File: config.mk
export PLATFORM = sky130hd
export DESIGN_NAME = aurora_rx_deframer
export DESIGN_NICKNAME = d
export VERILOG_FILES = /design/src/rtl/aurora_rx_deframer.sv
export SDC_FILE = /design/constraint.sdc
export NUM_CORES = 1
export LEC_CHECK = 0
export CORE_ASPECT_RATIO = 1.75
export CORE_MARGIN = 2
export CORE_UTILIZATION = 30
export DETAILED_ROUTE_END_ITERATION = 7
export GPL_TIMING_DRIVEN = 0
export PLACE_DENSITY_LB_ADDON = 0.12
export SYNTH_ARGS = -nofsm -noshare
export SYNTH_HDL_FRONTEND = slang
export SYNTH_SLANG_ARGS = --single-unit
File: constraint.sdc
create_clock -name user_clk -period 2.6 [get_ports user_clk]
set_input_delay 0.26 -clock user_clk [delete_from_list [all_inputs] [get_ports user_clk]]
set_output_delay 0.26 -clock user_clk [all_outputs]
set_load 0.01 [all_outputs]
File: src/rtl/aurora_rx_deframer.sv
// rtl/aurora_rx_deframer.sv - Aurora RX deframer: header hunt, payload forwarding, XOR checksum, status counters
module aurora_rx_deframer #(
  parameter int          MAX_LEN  = 1024,
  parameter logic [15:0] HDR_MARK = 16'hA5A5
) (
  input  logic        user_clk,
  input  logic        rst_n,
  input  logic        channel_up_i,
  input  logic [31:0] fifo_dat_i,
  input  logic        fifo_empty_i,
  output logic        fifo_rd_o,
  output logic [31:0] pkt_dat_o,
  output logic        pkt_vld_o,
  input  logic        pkt_rdy_i,
  output logic        pkt_sop_o,
  output logic        pkt_eop_o,
  output logic        pkt_done_o,
  output logic        pkt_bad_o,
  output logic [15:0] pkt_cnt_o,
  output logic [15:0] err_cnt_o
);

  localparam logic [15:0] MAX_LEN_W = 16'(MAX_LEN);

  typedef enum logic [1:0] {
    HUNT    = 2'd0,
    PAYLOAD = 2'd1,
    TRAILER = 2'd2
  } state_t;

  state_t      r_state;
  state_t      w_state_nxt;
  logic [15:0] r_remaining;
  logic [15:0] w_remaining_nxt;
  logic [15:0] r_len;
  logic [15:0] w_len_nxt;
  logic [31:0] r_csum;
  logic [31:0] w_csum_nxt;
  logic        r_done;
  logic        w_done_nxt;
  logic        r_bad;
  logic        w_bad_nxt;
  logic [15:0] r_pkt_cnt;
  logic [15:0] r_err_cnt;
  logic        w_pkt_inc;
  logic        w_err_inc;
  logic        w_avail;
  logic        w_hdr_ok;

  assign w_avail  = ~fifo_empty_i & channel_up_i;
  assign w_hdr_ok = (fifo_dat_i[31:16] == HDR_MARK) &&
                    (fifo_dat_i[15:0] != 16'd0) &&
                    (fifo_dat_i[15:0] <= MAX_LEN_W);

  // Payload is forwarded straight from the FIFO head with no extra latency.
  assign pkt_dat_o  = fifo_dat_i;
  assign pkt_vld_o  = (r_state == PAYLOAD) & w_avail;
  assign pkt_sop_o  = pkt_vld_o & (r_remaining == r_len);
  assign pkt_eop_o  = pkt_vld_o & (r_remaining == 16'd1);
  assign pkt_done_o = r_done;
  assign pkt_bad_o  = r_bad;
  assign pkt_cnt_o  = r_pkt_cnt;
  assign err_cnt_o  = r_err_cnt;

  always_comb begin
    fifo_rd_o = 1'b0;
    case (r_state)
      HUNT, TRAILER: fifo_rd_o = w_avail;
      PAYLOAD:       fifo_rd_o = pkt_vld_o & pkt_rdy_i;
      default:       fifo_rd_o = 1'b0;
    endcase
  end

  always_comb begin
    w_state_nxt     = r_state;
    w_remaining_nxt = r_remaining;
    w_len_nxt       = r_len;
    w_csum_nxt      = r_csum;
    w_done_nxt      = 1'b0;
    w_bad_nxt       = 1'b0;
    w_pkt_inc       = 1'b0;
    w_err_inc       = 1'b0;
    if (!channel_up_i) begin
      // Losing the channel mid-packet aborts it as a bad packet.
      if (r_state != HUNT) begin
        w_state_nxt = HUNT;
        w_done_nxt  = 1'b1;
        w_bad_nxt   = 1'b1;
        w_pkt_inc   = 1'b1;
        w_err_inc   = 1'b1;
      end
    end else begin
      case (r_state)
        HUNT: begin
          if (fifo_rd_o) begin
            if (w_hdr_ok) begin
              w_remaining_nxt = fifo_dat_i[15:0];
              w_len_nxt       = fifo_dat_i[15:0];
              w_csum_nxt      = 32'd0;
              w_state_nxt     = PAYLOAD;
            end else begin
              w_err_inc = 1'b1;
            end
          end
        end
        PAYLOAD: begin
          if (fifo_rd_o) begin
            w_csum_nxt      = r_csum ^ fifo_dat_i;
            w_remaining_nxt = r_remaining - 16'd1;
            if (r_remaining == 16'd1) begin
              w_state_nxt = TRAILER;
            end
          end
        end
        TRAILER: begin
          if (fifo_rd_o) begin
            w_done_nxt  = 1'b1;
            w_bad_nxt   = (fifo_dat_i != r_csum);
            w_pkt_inc   = 1'b1;
            w_err_inc   = (fifo_dat_i != r_csum);
            w_state_nxt = HUNT;
          end
        end
        default: begin
          w_state_nxt = HUNT;
        end
      endcase
    end
  end

  always_ff @(posedge user_clk) begin
    if (!rst_n) begin
      r_state     <= HUNT;
      r_remaining <= 16'd0;
      r_len       <= 16'd0;
      r_csum      <= 32'd0;
      r_done      <= 1'b0;
      r_bad       <= 1'b0;
      r_pkt_cnt   <= 16'd0;
      r_err_cnt   <= 16'd0;
    end else begin
      r_state     <= w_state_nxt;
      r_remaining <= w_remaining_nxt;
      r_len       <= w_len_nxt;
      r_csum      <= w_csum_nxt;
      r_done      <= w_done_nxt;
      r_bad       <= w_bad_nxt;
      // Each counter saturates on its own, even when both bump together.
      if (w_pkt_inc && (r_pkt_cnt != 16'hFFFF)) begin
        r_pkt_cnt <= r_pkt_cnt + 16'd1;
      end
      if (w_err_inc && (r_err_cnt != 16'hFFFF)) begin
        r_err_cnt <= r_err_cnt + 16'd1;
      end
    end
  end

endmodule
* Word level (Yosys, flattened, before mapping)
Index checks and enable logic that the tools add are counted.
Storage, ports and cells: flip-flop bits (word level) 100, logic and storage cells 76, bits of input ports 37
Cells by class: bitwise logic cells 7, reduce and logical (&&, ||, !) cells 13, equal/unequal tests 16, add/subtract/negate cells 3, multiplexer cells 28, $lt $le $gt $ge 1
Operator list (count):
- $mux W32 | 3
- $pmux W32 S2 | 1
- $mux W16 | 3
- $add A16 B1 Y16 const B | 2
- $ne A16 B16 Y1 const B | 2
- $ne A32 B32 Y1 | 1
- $pmux W16 S2 | 1
- $xor A32 B32 Y32 | 1
- $eq A16 B1 Y1 const B | 1
- $eq A16 B16 Y1 | 1
- $eq A16 B16 Y1 const B | 1
- $le A16 B11 Y1 const B | 1
- $reduce_bool A16 Y1 | 1
- $sub A16 B1 Y16 const B | 1
- $mux W2 | 7
- $ne A3 B3 Y1 const B | 4
- $mux W1 | 10
- $ne A2 B2 Y1 const B | 3
- $pmux W2 S3 | 1
- $reduce_and A6 Y1 | 1
- $reduce_bool A2 Y1 | 3
- $and A1 B1 Y1 | 5
- $reduce_and A5 Y1 | 1
- $logic_and A1 B1 Y1 | 4
- 8 further kinds | 9

* Depth between registers and ports, before layout
word-level depth 9, mapped depth 8, mapped depth without buffers 8

* Least setup slack after synthesis
No wires, ideal clock.
path type reg-to-reg, from register r_err_cnt[2] (netlist: err_cnt_o[2]), to register r_err_cnt[5] (netlist: err_cnt_o[5]), setup slack 0.570 ns, clock period less this slack 2.030 ns, cell stages (with the launch flop) 8, library setup time 0.126 ns, arrival 1.905 ns, cell sequence dfxtp_1 -> and4_1 -> nand4_1 -> or2_1 -> or3_1 -> buf_2 -> nor4b_2 -> mux2i_1
Between the ends: cells in the longest elaborated chain, start to end 2, elaborated cells on any way between the ends 3
Ends and longest elaborated chain:
- from (decl) | RTL line 44 | logic [15:0] r_err_cnt;
- from (signal assigned) | RTL line 153 | r_err_cnt <= r_err_cnt + 16'd1;
- branches (longest 2 deep; another with $add A16 B1 Y16)
Several ways; the timed one is not identified. A chain may end at the register's enable or synchronous reset.

* Worst setup path in the final report
from input port fifo_dat_i[26], to register r_csum[19]
Between the ends: cells in the longest elaborated chain, start to end 5
Ends and longest elaborated chain:
- from (decl) | RTL line 9 | input logic [31:0] fifo_dat_i,
- $eq A16 B16 Y1 | RTL line 51 | assign w_hdr_ok = (fifo_dat_i[31:16] == HDR_MARK) &&
- $logic_and A1 B1 Y1 | RTL line 51
- $logic_and A1 B1 Y1 | RTL line 52 | (fifo_dat_i[15:0] != 16'd0) &&
- $ne A2 B2 Y1 (no line)
- $reduce_and A5 Y1 (no line)
- to (signal assigned) | RTL line 145 | r_csum <= w_csum_nxt;
- to (decl) | RTL line 37 | logic [31:0] r_csum;
Every way passes these cells.

==> metrics.txt <==
outcome=finished, final reports clean; Clk network pwr share=between 40 and 50%; post-layout total power=roughly 3.2 mW; critical register-to-register path endpoint=err_cnt_o[8]; sequential element share of the synthesized area=roughly a third; number of top-level design ports=about 110; synth-to-layout area growth=31.9%; Pwr Density=432 nW/um^2; relative contribution of sequential cells to total power=a little under half; number of flops mapped to enable cells by yosys=0; post-DR wirelength/cell=approximately 18 um; Layout Nets=between 800 and 900; worst hold margin=between 300 and 400 ps; count of vias placed by the detailed router=about 5.6k; total inserted antenna cells=0; violation count after the first detailed-routing iteration=308; proportion of power drawn by combinational gates=about a tenth; first-pass GRT wire length=a little over 30 mm; most area-consuming cells after synthesis=dfxtp_1 (35%), o21ai_0 (4.9%), xor2_1 (4.6%); Top FF cell, synth=dfxtp_1; total length of routed wires=roughly 20 mm; clock buffers created by TritonCTS=9; worst ir drop on vdd=between 0.3 and 0.4 mV; Worst Tran Pin Value=about 1000 ps; number of buffers on the longest clock path=2; startpoint of the worst hold path=fifo_dat_i[20]; critical path launch point type=input port; total nets after synthesis=between 700 and 800; library cell used as clock root buffer=clkbuf_16; total number of placement rows=66; CTS H-Tree Depth=3; internal power contribution=about 2.4 mW; met1 Use GR=between 20% and 30%; total of buffers placed on input and output ports=105; setup clock skew after layout=7.52 ps; async set-or-reset flop fraction in the synthesized netlist=0%; total gr overflow=0; Worst R2R Setup Slack=about 250 ps; layout cells sized above 1=13.2%; Worst slew margin=~31%; number of hold violations in the final report=0; Chip Width=roughly 110 um; worst-case reg-to-reg path depth=8; CTS tree=yes; count of clock tree sinks=100; quantity of hold-fixing buffers added after cts=0; Maximum Capacitance Violations=0; kind of capture point of the worst setup path=flop; maximum clock frequency=407 MHz; Post-Synthesis Mean Instance Area=~8 sq um; clock-pin slew on the worst setup and hold paths=80 ps; share of total power consumed by net switching=26.9%; total core area=about 19,000 sq um; final-report setup violation count=0; Synth area leader=dfxtp_1; Tmin final=between 2000 and 2500 ps; Final Cycle Share=between 90 and 100%; hold path endpoint=r_csum[20]; antenna violations before repair=0; height of the die=186 um; HPWL after detailed placement=about 15 mm; number of unique standard cell types used by synthesis=58; initial core utilization=a little under a third; overall die area=about 20,000 sq um; type of the most critical hold path=input port to flop; P_leak=roughly 3 nW; top cell type's share of synthesized area=a little over a third; required time of the critical path=2830 ps; maximum fanout along the worst path=10; origin of the critical flop-to-flop path=err_cnt_o[2]; largest net degree at the start of global routing=20; aggregate negative setup slack=0 ps; post-synthesis cell area=around 5700 sq um; number of global-route vias before repair=around 5.6k; number of vias per cell after detailed routing=roughly 5.3; most congested layer reported by global routing=met2; number of instances in the synthesized netlist=between 700 and 800; Post-DRT Antenna Nets=0; met3 demand-to-capacity share in global routing=approximately 2.2%; total iterations of the first detailed-routing run=5; CP Class=input port to flop; fin. max-slew vios=0; net switching power figure=874 uW; Arr. time, crit path=around 2700 ps; Seq cells post-synth=100; Tot GR Track Use=19.4%; weighted congestion reported at the end of routability-driven placement=between 0.8 and 0.9; Hold Path Stages=3; met2 track utilization from global routing=35.3%; Clk Latency, worst-skew pair=between 300 and 400 ps; count of synthesis-stage warnings from yosys=0; DRC errors left=0
[worst max path at each step]
stage	depth (start not counted)	slack [ps]	end	from
2_1_floorplan	7	570	err_cnt_o[5]	err_cnt_o[2]
3_3_place_gp	9	-500	r_len[1]	fifo_dat_i[9]
4_1_cts	9	3	err_cnt_o[14]	fifo_dat_i[0]
6_report	8	140	r_csum[19]	fifo_dat_i[26]
5_1_grt	8	-30	r_remaining[0]	fifo_dat_i[19]
3_5_place_dp	9	-530	r_len[0]	fifo_dat_i[9]
[Yosys cell counts (10+ instances only)]
| master | n |
|---|---|
| nor2_1 | 64 |
| buf_4 | 32 |
| a21oi_1 | 43 |
| xnor2_1 | 18 |
| or3_1 | 10 |
| inv_1 | 13 |
| and3_1 | 18 |
| nand3_1 | 12 |
| xor2_1 | 30 |
| nor4_1 | 17 |
| mux2i_1 | 22 |
| a31o_2 | 12 |
| nor3_1 | 36 |
| o21ai_0 | 56 |
| clkbuf_1 | 27 |
| nand4_1 | 18 |
| nand2b_1 | 14 |
| nor2b_1 | 18 |
| nand2_1 | 55 |
| dfxtp_1 | 100 |
[routing by layer]
layer | up-vias | wire length, um
li1 | 2722 | -
met1 | 2696 | 7800
met2 | 176 | 10100
met3 | 41 | 767
met4 | 0 | 826
met5 | - | 0
[power groups by stage]
stage / registers, mW / logic (mW) / clock network, mW
2_1_floorplan: 1.57 / 0.136 / 0
3_3_place_gp: 1.57 / 0.338 / 0
3_5_place_dp: 1.57 / 0.340 / 0
4_1_cts: 1.53 / 0.340 / 1.39
5_1_grt: 1.54 / 0.368 / 1.45
6_report: 1.53 / 0.343 / 1.36
[layout make-up]
type	count	area [sq um]
repair buffers	110	1100
plain buffers	70	445
fillers	1929	11100
inverters	14	52.6
clock buffers	9	225
clock inverters	7	67.6
multi-input cells	518	3320
well taps	238	298
flip-flops and latches	100	2000
[critical path, cell delays in order]
cell and delay [ps]:
clkdlybuf4s50_1 580, nor4bb_4 420, nand4_1 190, o41a_1 410
or3_4 380, clkbuf_2 220, nor2_1 160, nor3_1 60
[sequential cells by signal (all words and copies together), names as in the netlist]
register / cells
err_cnt_o: 16
pkt_bad_o: 1
pkt_cnt_o: 16
pkt_done_o: 1
r_csum: 32
r_len: 16
r_remaining: 16
r_state: 2
[logic make-up (layout without fill, tap and decap cells)]
group / after synthesis / after routing / synth area share [%]
compound gates: 145 / 145 / 15.6
buf+inv: 87 / 210 / 8.56
flops: 100 / 100 / 35.1
mux: 22 / 22 / 3.86
xor+xnor: 48 / 48 / 7.38
simple gates: 299 / 299 / 28.6
fa+ha+maj: 4 / 4 / 0.878
[stage by stage]
step                area [sq um]  instances  util (%)  worst slack [ps]
floorplan                   5700        705         -               570
global placement            7050       1048      37.9              -497
CTS                         7380       1064      39.7              3.29
finish                      7510       1066      40.4               142
global route                7510       1066      40.4             -28.1
detailed placement          7050       1048      37.9              -534
[timing repair]
| item | 4_1_cts | 5_1_grt |
|---|---|---|
| setup buffers | 3 | 2 |
| pin swaps | 1 | 2 |
| endpoints found under the hold margin | 0 | 0 |
| setup endpoints to repair | 58 | 70 |
| resized for setup | 15 | 34 |
[cells in the final DEF (no fill, tap or decap), drive strengths merged, types with 4 or more instances in the layout]
master           n
a31oi            4
xnor2           18
dfxtp          100
nand2b          14
or3             11
xor2            30
a32o             6
nor2b           18
inv             18
nor2            64
and4b            4
and3            18
dlygate4sd2      7
clkdlybuf4s50   88
nand4           18
a31o            14
buf             50
nor3            38
a21oi           43
mux2i           22
nor4            20
and2             5
o31ai            5
clkbuf          34
ha               4
nand3           14
nand2           56
dlymetal6s2s    10
o21ai           58
and4             4
Note: power is estimated with default switching activity, not from simulation.
